File: src/rtl/input_scanner.sv
// Multi-channel input scanner: direct select, auto-scan with per-channel
// dwell, or hold, feeding a single registered valid/ready output stage.
module input_scanner #(
    parameter int WIDTH    = 4,
    parameter int CHANNELS = 8,
    parameter int SEL_W    = 3
) (
    input  logic                      clk,
    input  logic                      rst_n,
    input  logic [CHANNELS*WIDTH-1:0] d_in,
    input  logic [SEL_W-1:0]          s,
    input  logic [1:0]                mode,
    input  logic [3:0]                dwell,
    input  logic                      q_ready,
    output logic [WIDTH-1:0]          q,
    output logic [SEL_W-1:0]          q_ch,
    output logic                      q_valid,
    output logic                      wrap
);

    localparam logic [SEL_W-1:0] LAST = SEL_W'(CHANNELS - 1);
    localparam logic [SEL_W-1:0] ONE  = SEL_W'(1);

    logic [WIDTH-1:0] r_q;
    logic [SEL_W-1:0] r_q_ch;
    logic             r_q_valid;
    logic             r_wrap;
    logic [SEL_W-1:0] r_ptr;
    logic [3:0]       r_cnt;
    logic             r_was_scan;

    logic [WIDTH-1:0] w_ch [CHANNELS];
    logic             w_le;
    logic             w_scan;
    logic             w_entry;
    logic             w_load;
    logic             w_adv;
    logic [SEL_W-1:0] w_ptr_eff;
    logic [3:0]       w_cnt_eff;
    logic [SEL_W-1:0] w_sel;
    logic             w_q_valid_n;
    logic [SEL_W-1:0] w_ptr_n;
    logic [3:0]       w_cnt_n;
    logic             w_wrap_n;

    for (genvar k = 0; k < CHANNELS; k++) begin : g_ch
        assign w_ch[k] = d_in[k*WIDTH +: WIDTH];
    end

    // On the entry edge the pointer/counter behave as if already (s, 0),
    // so the entry load counts as the first dwell sample of channel s.
    always_comb begin
        w_le      = !r_q_valid || q_ready;
        w_scan    = (mode == 2'b01);
        w_entry   = w_scan && !r_was_scan;
        w_ptr_eff = w_entry ? s : r_ptr;
        w_cnt_eff = w_entry ? 4'd0 : r_cnt;
        w_sel     = w_scan ? w_ptr_eff : s;
        w_load    = w_le && !mode[1];
        w_adv     = w_scan && w_load && (w_cnt_eff >= dwell);
        w_wrap_n  = w_adv && (w_ptr_eff == LAST);
        if (w_load) begin
            w_q_valid_n = 1'b1;
        end else if (q_ready) begin
            w_q_valid_n = 1'b0;
        end else begin
            w_q_valid_n = r_q_valid;
        end
        w_ptr_n = r_ptr;
        w_cnt_n = r_cnt;
        if (w_adv) begin
            w_ptr_n = w_ptr_eff + ONE;
            w_cnt_n = 4'd0;
        end else if (w_scan && w_load) begin
            w_ptr_n = w_ptr_eff;
            w_cnt_n = w_cnt_eff + 4'd1;
        end else if (w_entry) begin
            w_ptr_n = s;
            w_cnt_n = 4'd0;
        end
    end

    always_ff @(posedge clk or negedge rst_n) begin
        if (!rst_n) begin
            r_q        <= '0;
            r_q_ch     <= '0;
            r_q_valid  <= 1'b0;
            r_wrap     <= 1'b0;
            r_ptr      <= '0;
            r_cnt      <= '0;
            r_was_scan <= 1'b0;
        end else begin
            if (w_load) begin
                r_q    <= w_ch[w_sel];
                r_q_ch <= w_sel;
            end
            r_q_valid  <= w_q_valid_n;
            r_wrap     <= w_wrap_n;
            r_ptr      <= w_ptr_n;
            r_cnt      <= w_cnt_n;
            r_was_scan <= w_scan;
        end
    end

    assign q       = r_q;
    assign q_ch    = r_q_ch;
    assign q_valid = r_q_valid;
    assign wrap    = r_wrap;

endmodule

File: config.mk
export PLATFORM = sky130hd
export DESIGN_NAME = input_scanner
export DESIGN_NICKNAME = d
export VERILOG_FILES = /design/src/rtl/input_scanner.sv
export SDC_FILE = /design/constraint.sdc
export NUM_CORES = 1
export LEC_CHECK = 0
export ABC_CLOCK_PERIOD_IN_PS = 2260
export CORE_ASPECT_RATIO = 1.5
export CORE_UTILIZATION = 40
export CTS_CLUSTER_SIZE = 8
export DETAILED_ROUTE_END_ITERATION = 7
export MAX_ROUTING_LAYER = met4
export PLACE_DENSITY = 0.77
export SLEW_MARGIN = 20
export SYNTH_ARGS = -nofsm -noshare
export SYNTH_HDL_FRONTEND = slang
export SYNTH_SLANG_ARGS = --single-unit
File: constraint.sdc
create_clock -name clk -period 2.26 [get_ports clk]
set_input_delay 0.226 -clock clk [delete_from_list [all_inputs] [get_ports clk]]
set_output_delay 0.226 -clock clk [all_outputs]
set_load 0.02 [all_outputs]
# --- Word-level counts from Yosys, hierarchy flattened ---
# Index checks and enable logic that the tools add are counted.
word_totals:
  ff_bits: 17
  in_bits: 44
  out_inout_bits: 9
  word_cells: 35
op_classes:
  add_sub_neg: 2
  magnitude_cmp: 2
  eq_ne: 2
  mux: 11
  bitwise: 1
  n_reduce_logical: 10
op_table:
  columns: ["cell", "count"]
  rows:
  - ["$mux W4", 5]
  - ["$bmux W4 S3", 1]
  - ["$mux W3", 3]
  - ["$logic_and A1 B1 Y1", 5]
  - ["$add A4 B1 Y4 const B", 1]
  - ["$ge A4 B4 Y1", 1]
  - ["$ge A4 B4 Y1 const B", 1]
  - ["$not A3 Y4", 1]
  - ["$add A3 B1 Y3 const B", 1]
  - ["$eq A3 B3 Y1 const B", 1]
  - ["$logic_not A1 Y1", 3]
  - ["$eq A2 B1 Y1 const B", 1]
  - ["$mux W1", 2]
  - ["$reduce_bool A2 Y1", 1]
  - ["$logic_or A1 B1 Y1", 1]

# --- Longest topological paths before layout ---
logic_depth:
  ltp_word: 8
  ltp_mapped: 9
  mapped_depth_nobuf: 8

# --- Worst setup path after synthesis ---
# Ideal clock, no wire load.
synth_path:
  kind: "register to register"
  start: "reg r_was_scan"
  end: "reg r_ptr[1]"
  setup_ps: 125
  arrival_time_ps: 2192
  required_time_ps: 2135
  slack_ps: -56
  stages_incl_launch_ff: 10
  path_buffers: 1
  synth_period_minus_slack_ps: 2316
  path_cell_list: "dfrtp_1 or3b_1 clkbuf_1 nand2_1 ha_1 nand2b_1 a21o_1 a211oi_2 nor3_4 mux2_2"
synth_between:
  elab_chain_len: 6
  word_cells_on_any_way: 8
  cone_classes: "1 x add/sub; 1 x order compare; 3 x mux; 3 x reduce/logical"
synth_rtl:
  columns: ["element", "line_no", "source"]
  rows:
  - ["from (decl)", "30", "logic r_was_scan;"]
  - ["from (signal assigned)", "101", "r_was_scan <= w_scan;"]
  - ["$logic_not A1 Y1 (*)", "55", "w_entry = w_scan && !r_was_scan;"]
  - ["$logic_and A1 B1 Y1 (*)", "55", null]
  - ["$mux W4", null, null]
  - ["$ge A4 B4 Y1", "60", "w_adv = w_scan && w_load && (w_cnt_eff >= dwell);"]
  - ["$logic_and A1 B1 Y1", "60", null]
  - ["$mux W3 (*)", "71", "if (w_adv) begin"]
  - ["named net w_ptr_n[1]", "42", "logic [SEL_W-1:0] w_ptr_n;"]
  - ["to (signal assigned)", "99", "r_ptr <= w_ptr_n;"]
  - ["to (decl)", "28", "logic [SEL_W-1:0] r_ptr;"]
# The timed path passes the listed nets; every way through them passes the cells marked *.
# A chain may end at the register's enable or synchronous reset.

# --- Final worst setup path ---
layout_path:
  start: "reg r_was_scan"
  end: "reg r_ptr[2]"
# Same word-level chain as after synthesis.

==> results.md <==
- finished, final reports clean — result of the run
- 2210 µm² — post-route cell area
- 0 — Detail Route Antenna Nets
- 0 — antenna violations before repair
- 53 — IO Count
- 29.1% — sequential cell area fraction in the yosys report
- 820 µW — internal power consumption
- 20.9% — global-route usage over all layers
- 19.0% — fraction of power consumed by the clock network
- 29.1% — post-synth top area share
- 0.451 GHz — maximum clock rate
- 242 — post-layout net count
- 42.4% — starting density of the core
- 0.769 ns — slew of the pin with the lowest slew margin
- 11.6 µm² — Avg Synthesized Cell Area
- 2.22 ns — minimum period implied by the final worst setup slack
- 3450 µm² — Core Footprint
- 1 — H-tree level count
- 51.4% — P&R area growth vs syn
- register — type of element launching the critical path
- 0 — Diodes inserted
- 2.99 mm — half-perimeter wire length of the detailed placement result
- 1030 µm² — area used by multi-input combinational logic
- 0 — total number of yosys warnings
- 26 — number of placement rows
- 17 — number of clock sinks
- 98.2% — final worst path period share
- 425 µm² — Seq. cell area
- 76.0 µm — die boundary height
- 1.21 mW — post-layout power
- 52 — number of I/O port buffers
- 17 — number of synthesized register bits
- 287 — filler instances
- 2 — clk buf depth
- 0 — Max Cap Viol
- 0 — final hold viol count
- 0 — remaining global-route overflow
- 51.4 µm — Chip Width
- register to register — critical path class
- 0 ns — setup TNS
- input pin to register — type of the worst min-delay path
- 0 — number of synthesized flops with an enable pin
- 2.36 ns — arrival time of the worst setup path
- 5.45 — Avg Vias per Cell
- 34 — distinct cell type count after synthesis
- dfrtp_1 — top cell type by total area after synthesis
- 0 — Residual DRC
- 387 µW — net switching component of the power
- 35.2% — Sequential Power Share
- 0.982 nW — leakage power
- 1393 — number of global-route vias before repair
- 546 nW/µm² — areal power density over the cells
- 45.8% — part of the power in combinational logic
- 2110 µm² — Post-Place Cell Area
- 0 — final count of pins violating max slew
- 3 — clock buffer count from CTS
- 5.90 mm — global-route wire length before repair
- 18 — Starting DRT DRC Count
- 0 — number of endpoints failing setup at the final stage
- 18 — largest net degree at the start of global routing
- 0.00126 ns — worst clock skew
- dfrtp_1 — most common flop cell mapped by yosys
- 1265 — via count of the routed design
- 2.40 ns — WP data required
- 3.65 mm — total routed wirelength
- built — CTS tree
- 48.6% — remaining max-slew budget at the tightest pin
- register — endpoint class of the critical path
- 3900 µm² — die footprint
- clkbuf_8 — cell at the root of the clock tree
- 0.07 ns — CTS clock-pin slew for the worst setup and hold paths
- 6 — maximum fanout encountered on the critical timing path
- 0.897 — routability congestion estimate
- 15.7 µm — routed wirelength normalized by instance count
- 126 — synthesized netlist cell count
- 0.26 ns — latest clock arrival within the worst-skew pair
- 0 — hold-fix buffer count after cts
- 1460 µm² — mapped cell area
- 4 — detailed-routing iteration count for the pre-antenna-repair pass
- 24.7% — layout cell share with drive strength beyond 1
- 32.1% — switching part of the total
- 64.2% — Post-Route Utilization
- 177 — syn nets
- 100% — fraction of synthesis flops using an asynchronous set or reset pin
- dfrtp_1, mux4_2, mux4_1, ha_1, mux2i_1 — dominant cells by area after synthesis
- 0.315 mV — Worst VDD drop
- 0.320 ns — post-route worst hold slack
## cells in the mapped netlist, drive strengths merged (2+ instances only)
master and number:
dfrtp 17, nand2 17, mux4 16, mux2i 8, ha 7, nor2 6
nor2b 5, a21oi 4, and2 4, clkbuf 4, inv 4, nand3 4
nor3 4, o21ai 4, buf 3, mux2 3, nand2b 3, xnor2 3
a211oi 2
## registers in the layout, summed over array words and instances, names as in the netlist
name and count:
r_cnt 4, r_was_scan 1, r_ptr 3, q_ch 3, q 4, wrap 1
q_valid 1
## kinds of logic after synthesis
family                   count (synthesis)  share of synthesized area (%)
AO/OA/AOI/OAI                           14                           7.45
AND/OR/NAND/NOR                         46                           17.6
XOR/XNOR                                 4                           2.40
buffers and inverters                   11                           3.68
multiplexers                            27                           33.7
flip-flops                              17                           29.1
adder cells (fa/ha/maj)                  7                           5.99
## cell type report
cell class                 instances  share of cell area [%]
timing repair buffer              67                    28.8
sequential                        17                    19.2
clock inverter                     1                   0.226
tap                               42                    2.38
clock buffer                       3                    1.87
inverter                           4                   0.679
multi-input combinational         98                    46.8
## final timing paths
| kind | startpoint | to | slack (ns) | cells after the start |
|---|---|---|---|---|
| worst max-delay path | r_was_scan | r_ptr[2] | 0.04 | 8 |
| worst min-delay path | mode[1] | q_valid | 0.32 | 3 |
| worst max register to register | r_was_scan | r_ptr[2] | 0.04 | 8 |
| worst min register to register | q_ch[1] | q_ch[1] | 0.50 | 2 |
| max in group asynchronous | rst_n | r_ptr[0] | 1.36 | 1 |
| min in group asynchronous | rst_n | r_was_scan | 0.42 | 1 |
## worst max-delay path, stage by stage, from the launching register on
cell,delay [ns]
dfrtp_1,0.38
or3b_4,0.45
nand2_4,0.10
ha_4,0.19
nand2b_4,0.13
a21o_1,0.16
a211oi_2,0.28
nor3_4,0.10
mux2_4,0.31
## through the flow
| stage | std cells | worst slack, ns |
|---|---|---|
| global route | 232 | -0.00996 |
| CTS | 232 | 0.0240 |
| finish | 232 | 0.0410 |
| global placement | 228 | -0.208 |
| detailed placement | 228 | -0.280 |
| floorplan | 126 | 0.00521 |
## placed cells by master (no fill, tap or decap), types with 2 or more instances in the layout
master	synthesis	layout
o21ai_0	4	4
buf_4	1	15
inv_1	4	4
xnor2_1	3	3
ha_4	0	2
mux2i_1	7	7
mux2_4	0	2
nor3_1	3	3
clkdlybuf4s50_1	0	50
clkbuf_8	0	3
nand2_1	17	16
and2_1	4	3
a21oi_1	4	4
mux4_2	12	12
nand2b_1	3	2
nand3_1	4	4
dfrtp_1	17	17
nor2_1	6	6
dlymetal6s2s_1	0	2
mux4_1	4	4
nor2b_1	4	4
ha_1	7	5
## power by group through the flow
stage,clock (mW),sequential (mW),combinational (mW)
5_1_grt,0.247,0.435,0.592
3_3_place_gp,0,0.423,0.494
6_report,0.230,0.424,0.553
3_5_place_dp,0,0.427,0.513
2_1_floorplan,0,0.414,0.305
4_1_cts,0.237,0.421,0.517
## routing by layer
metal | vias to the layer above | share of wire (%) | wire [µm] | GRT usage (%)
li1 | 599 | - | - | -
met4 | 0 | 2.1 | 78 | 9.46
met3 | 7 | 4.6 | 168 | 3.19
met5 | - | 0 | 0 | -
met1 | 608 | 36 | 1320 | 20.3
met2 | 51 | 57 | 2070 | 38.8
## what timing repair did
item	in CTS	in global routing
cloned	0	0
resized for setup	1	10
setup endpoints to repair	2	5
pin swaps	0	6
setup buffers	0	0
No activity file was read; power rests on OpenSTA's default activity.
